--- src/rtl/slice_scheduler.sv ---
// slice_scheduler: measures the rotor period between index pulses and splits it into NUM_SLICES strobes.
// Build option: define SLICE_DITHER_EN to spread the period remainder so the slices sum to exactly the period.
module slice_scheduler #(
  parameter int unsigned NUM_SLICES = 256,
  parameter int unsigned PERIOD_W   = 27,
  parameter int unsigned MIN_PERIOD = 1024,
  parameter int unsigned MAX_PERIOD = 134217727
) (
  input  logic                          clk_in,
  input  logic                          rst_in,
  input  logic                          index_in,
  output logic                          slice_strobe_out,
  output logic [$clog2(NUM_SLICES)-1:0] slice_idx_out,
  output logic [PERIOD_W-1:0]           period_out,
  output logic                          locked_out
);

  localparam int unsigned          IDX_W    = $clog2(NUM_SLICES);
  localparam logic [PERIOD_W-1:0]  MIN_P    = PERIOD_W'(MIN_PERIOD);
  localparam logic [PERIOD_W-1:0]  MAX_P    = PERIOD_W'(MAX_PERIOD);
  localparam logic [PERIOD_W-1:0]  ONE_P    = PERIOD_W'(1);
  localparam logic [PERIOD_W-1:0]  ZERO_P   = {PERIOD_W{1'b0}};
  localparam logic [IDX_W-1:0]     LAST_IDX = IDX_W'(NUM_SLICES - 1);
  localparam logic [IDX_W-1:0]     ZERO_IDX = {IDX_W{1'b0}};
  localparam logic [IDX_W-1:0]     ONE_IDX  = IDX_W'(1);
`ifdef SLICE_DITHER_EN
  localparam logic [IDX_W:0]       NUM_W    = (IDX_W + 1)'(NUM_SLICES);
`endif

  typedef enum logic [1:0] {
    ST_IDLE    = 2'd0,
    ST_MEASURE = 2'd1,
    ST_RUN     = 2'd2
  } state_t;

  state_t              state_q,  state_d;
  logic [PERIOD_W-1:0] cnt_q,    cnt_d;
  logic [PERIOD_W-1:0] period_q, period_d;
  logic [PERIOD_W-1:0] base_q,   base_d;
  logic [PERIOD_W-1:0] timer_q,  timer_d;
  logic [IDX_W-1:0]    idx_q,    idx_d;
  logic                strobe_q, strobe_d;
  logic                locked_q, locked_d;
`ifdef SLICE_DITHER_EN
  logic [IDX_W-1:0]    rem_q,    rem_d;
  logic [IDX_W:0]      acc_q,    acc_d;
  logic [IDX_W:0]      adv_sum_s;
`endif

  logic                accept_s;
  logic                adv_extra_s;
  logic [PERIOD_W-1:0] new_base_s;

  // Next-state logic: period measurement, lock FSM and slice sequencing.
  always_comb begin
    state_d  = state_q;
    cnt_d    = cnt_q;
    period_d = period_q;
    base_d   = base_q;
    timer_d  = timer_q;
    idx_d    = idx_q;
    strobe_d = 1'b0;
    locked_d = locked_q;
`ifdef SLICE_DITHER_EN
    rem_d       = rem_q;
    acc_d       = acc_q;
    adv_sum_s   = acc_q + {1'b0, rem_q};
    adv_extra_s = (adv_sum_s >= NUM_W);
`else
    adv_extra_s = 1'b0;
`endif
    accept_s   = index_in && (cnt_q >= MIN_P);
    new_base_s = cnt_q >> IDX_W;

    case (state_q)
      ST_IDLE: begin
        if (index_in) begin
          state_d = ST_MEASURE;
          cnt_d   = ONE_P;
        end else begin
          cnt_d   = ZERO_P;
        end
      end
      ST_MEASURE, ST_RUN: begin
        if (accept_s) begin
          // Slice 0 never carries the extra cycle: the remainder alone is below NUM_SLICES.
          state_d  = ST_RUN;
          cnt_d    = ONE_P;
          period_d = cnt_q;
          base_d   = new_base_s;
          timer_d  = new_base_s - ONE_P;
          idx_d    = ZERO_IDX;
          strobe_d = 1'b1;
          locked_d = 1'b1;
`ifdef SLICE_DITHER_EN
          rem_d    = cnt_q[IDX_W-1:0];
          acc_d    = {1'b0, cnt_q[IDX_W-1:0]};
`endif
        end else if (cnt_q == MAX_P) begin
          state_d  = ST_IDLE;
          cnt_d    = ZERO_P;
          period_d = ZERO_P;
          base_d   = ZERO_P;
          timer_d  = ZERO_P;
          idx_d    = ZERO_IDX;
          locked_d = 1'b0;
`ifdef SLICE_DITHER_EN
          rem_d    = ZERO_IDX;
          acc_d    = {1'b0, ZERO_IDX};
`endif
        end else begin
          cnt_d = cnt_q + ONE_P;
          if (state_q == ST_RUN) begin
            if (timer_q != ZERO_P) begin
              timer_d = timer_q - ONE_P;
            end else if (idx_q != LAST_IDX) begin
              idx_d    = idx_q + ONE_IDX;
              strobe_d = 1'b1;
              timer_d  = base_q - ONE_P + PERIOD_W'(adv_extra_s);
`ifdef SLICE_DITHER_EN
              acc_d    = adv_extra_s ? (adv_sum_s - NUM_W) : adv_sum_s;
`endif
            end else begin
              // Last slice finished: hold the index until the next accepted index or timeout.
              timer_d = timer_q;
            end
          end else begin
            timer_d = timer_q;
          end
        end
      end
      default: begin
        state_d  = ST_IDLE;
        cnt_d    = ZERO_P;
        period_d = ZERO_P;
        base_d   = ZERO_P;
        timer_d  = ZERO_P;
        idx_d    = ZERO_IDX;
        locked_d = 1'b0;
      end
    endcase
  end

  // State and output registers with synchronous active-low reset.
  always_ff @(posedge clk_in) begin
    if (!rst_in) begin
      state_q  <= ST_IDLE;
      cnt_q    <= ZERO_P;
      period_q <= ZERO_P;
      base_q   <= ZERO_P;
      timer_q  <= ZERO_P;
      idx_q    <= ZERO_IDX;
      strobe_q <= 1'b0;
      locked_q <= 1'b0;
`ifdef SLICE_DITHER_EN
      rem_q    <= ZERO_IDX;
      acc_q    <= {1'b0, ZERO_IDX};
`endif
    end else begin
      state_q  <= state_d;
      cnt_q    <= cnt_d;
      period_q <= period_d;
      base_q   <= base_d;
      timer_q  <= timer_d;
      idx_q    <= idx_d;
      strobe_q <= strobe_d;
      locked_q <= locked_d;
`ifdef SLICE_DITHER_EN
      rem_q    <= rem_d;
      acc_q    <= acc_d;
`endif
    end
  end

  assign slice_strobe_out = strobe_q;
  assign slice_idx_out    = idx_q;
  assign period_out       = period_q;
  assign locked_out       = locked_q;

endmodule

--- config.mk ---
export PLATFORM = sky130hd
export DESIGN_NAME = slice_scheduler
export DESIGN_NICKNAME = d
export VERILOG_FILES = /design/src/rtl/slice_scheduler.sv
export SDC_FILE = /design/constraint.sdc
export NUM_CORES = 1
export LEC_CHECK = 0
export ABC_AREA = 1
export CORE_MARGIN = 5
export CORE_UTILIZATION = 35
export DETAILED_ROUTE_END_ITERATION = 16
export MAX_ROUTING_LAYER = met4
export PLACE_DENSITY = 0.57
export SLEW_MARGIN = 20
export SYNTH_ARGS = -nofsm -noshare
export SYNTH_HDL_FRONTEND = slang
export SYNTH_SLANG_ARGS = --single-unit
--- constraint.sdc ---
create_clock -name clk_in -period 3 [get_ports clk_in]
set_input_delay 0.3 -clock clk_in [delete_from_list [all_inputs] [get_ports clk_in]]
set_output_delay 0.3 -clock clk_in [all_outputs]
set_load 0.03 [all_outputs]
==> run metrics <==
outcome finished clean; Max Clock Freq 372 MHz; largest stage delay on the critical path 400 ps; worst reg2reg path depth 16; Final ANT Viol Nets 0; global-route usage over all layers 19.5%; Final period util 89.7%; Leak 2.81 nW; unrepaired setup endpoints after global routing no; vias in the first global route 5329; Worst path most repeated cell nand2_1; Place WS 284 ps; Adder-Cell Fraction of Synth Area 2.48%; worst hold endpoint locked_out; Antenna Cells 0; CORE AREA 15700 um2; reg2reg setup slack 310 ps; worst clock skew 9.03 ps; most frequent cells in the layout nand2_1 (183), inv_1 (123), nor2_1 (110); Critical R2R Capture timer_q[16]; WS Path Type flip-flop to flip-flop; Final Hold Vio Count 0; worst path cell trace inv_1 > nand2_1 > nor2_1 > nand2_1 > nor2_4 > nand2_1 > buf_4 > o21ai_0 > nor2_1 > nand2_1 > nor2_1 > nand2_1 > nor2_1 > o21ai_0 > nand2_1 > a21oi_2; Least-Margin Pin Slew 570 ps; commonest register cell after synthesis dfxtp_1; switching share of power 40.2%; Post-CTS Setup Inserts 0; main combinational cell family by area after synthesis simple AND/OR/NAND/NOR gates; Internal 2.47 mW; total grt overflow 0; drt wl/cell 15.0 um; CTS Buf Count 9; overall power 4.12 mW; mapped cell area 5550 um2; Num Clock Sinks 93; first-pass GRT wire length 27600 um; routed wire length 16600 um; residual DRC count 0; port bufs 39; Mapped Avg Cell Area 6.56 um2; die area 18500 um2; top cells by area, synth dfxtp_1 (34%), nand2_1 (12%), inv_1 (8.3%); highest-delay cell along the critical path o21ai_0; row count 46; Max rail drop VDD 0.000422 V; CTS Hold Bufs 0; worst endpoint required time 3290 ps; largest net degree at the start of global routing 29; xor/xnor share of the synthesized area 3.95%; setup_tns 0 ps; Final Setup Violations 0; top-area cell type share of the netlist area 33.6%; final std cells w/o fill 1108; DRT iter0 DRCs 346; Initial Util 35.3%; Ys Warns 0; initial antenna violation count 0; clk slew on worst S/H paths 70 ps; TritonCTS clock tree built; share of power burned in registers 31.2%; H-tree depth 3; Post-Synth Simple-Gate Area 34.6%; clock tree buffer depth 2; Die Ht 136 um; chip width 136 um; Post-DP HPWL 12400 um; post-cts sizing count 0; Clock power frac 29.4%; number of buffers and inverters on the critical path 2; CTS Root Buffer Type clkbuf_16; Post-synth EDFFs 0; FF-to-FF Start timer_q[19]; worst rel slew slack 61.5%; TritonRoute pass-1 iters 5; mux cell area share after synthesis 0%; Final Max Slew Viols 0; fraction of registers with async set/reset 0%; Compound-Gate Fraction of Synth Area 14.2%; setup ws final 309 ps; NetSw 1.66 mW; Tmin final 2690 ps; post-synthesis sequential area ratio 33.6%; Syn-to-layout area delta 17.7%; Yosys cell types 45; Synth Register Bits 93; layout cells sized above 1 8.63%; Vias per Instance 4.92; Ports 40; Comb pwr share 39.4%; Synth Instances 846; routability cong. 0.892; top cell type by total area after synthesis dfxtp_1; crit path launch timer_q[19]; Final nets 901; min-delay src locked_out; syn_nets 860; crit path max fanout 12; most common cell after layout, fill and taps aside nand2_1; number of max-cap violations 0; CP top delay family simple AND/OR/NAND/NOR gates; hold crit path type flip-flop to flip-flop; Worst EP arrival 2980 ps; via count 5452; startpoint types flip-flop; Cells after DPL 1092; CP endpoint kind flip-flop; clk_lat worst skew 360 ps; PwrDens 631 nW/um2; Hold Path Depth 2
==> layout make-up <==
| class | instances | area [um2] |
|---|---|---|
| clock inverter | 7 | 82.6 |
| tap | 216 | 270 |
| clock buffer | 9 | 225 |
| inverter | 128 | 483 |
| sequential | 93 | 1860 |
| fill | 1689 | 9180 |
| multi-input combinational | 600 | 3080 |
| timing repair buffer | 55 | 536 |
==> cell families (layout without fill, tap and decap cells) <==
logic type / count (synthesis) / after routing
and+or+nand+nor: 433 / 433
buffers and inverters: 153 / 199
AOI/OAI and AO/OA: 131 / 131
xor gates and xnor gates: 25 / 25
adders and majority gates: 11 / 11
DFF: 93 / 93
==> stage by stage <==
| stage | hold slack (ps) | util, % | instance area [um2] |
|---|---|---|---|
| final | 462 | 41.6 | 6530 |
| after global routing | 486 | 41.6 | 6530 |
| after CTS | 467 | 41.5 | 6530 |
| after detailed placement | 454 | 39.6 | 6220 |
| after global placement | 454 | 39.6 | 6220 |
| after floorplan | 443 | - | 5550 |
==> flip-flops by register name (all words and copies together), names as in the netlist <==
register	cells
state_q	2
cnt_q	27
locked_out	1
slice_strobe_out	1
slice_idx_out	8
timer_q	27
base_q	1
period_out	26
==> layer usage <==
layer / GRT usage, % / vias up / wire length (um)
met1: 25.9 / 2511 / 8130
li1: - / 2809 / -
met4: 4.76 / 0 / 245
met3: 4.15 / 19 / 635
met5: - / - / 0
met2: 30.6 / 113 / 7550
==> worst register-to-register path, cell delays in order (launching register included) <==
cell	delay, ps
dfxtp_1	350
inv_1	90
nand2_1	50
nor2_1	150
nand2_1	130
nor2_4	220
nand2_1	100
buf_4	200
o21ai_0	410
nor2_1	120
nand2_1	160
nor2_1	130
nand2_1	110
nor2_1	40
o21ai_0	170
nand2_1	90
a21oi_2	110
==> worst max-delay path by stage <==
stage                   to  cells after the start
6_report       timer_q[16]                     16
5_1_grt        timer_q[12]                     18
4_1_cts        timer_q[10]                     19
3_5_place_dp   timer_q[10]                     19
3_3_place_gp   timer_q[16]                     16
2_1_floorplan  timer_q[10]                     16
==> power by group through the flow <==
stage	Combinational (mW)	Clock [mW]	Sequential, mW
floorplan	1.23	0	1.32
global placement	1.61	0	1.32
detailed placement	1.61	0	1.32
CTS	1.61	1.24	1.29
global route	1.87	1.30	1.29
finish	1.62	1.21	1.29
==> cells in the mapped netlist (2+ instances only) <==
master / instances
o21bai_1: 2
o22ai_1: 35
o21ai_0: 35
nor3b_1: 2
inv_1: 123
xor2_1: 20
dfxtp_1: 93
clkbuf_1: 11
nand2_1: 183
buf_6: 2
nand3_1: 77
nor2_4: 3
inv_2: 3
o211a_1: 2
a21oi_1: 35
o21ai_1: 2
buf_2: 7
buf_4: 3
nand2_2: 12
ha_1: 11
nor2_2: 6
nor2_1: 111
nand3b_1: 2
a211oi_1: 4
a21oi_2: 10
nand4_1: 14
nor4_1: 4
xnor2_1: 5
nor3_1: 13
(Power assumes the default switching activity.)
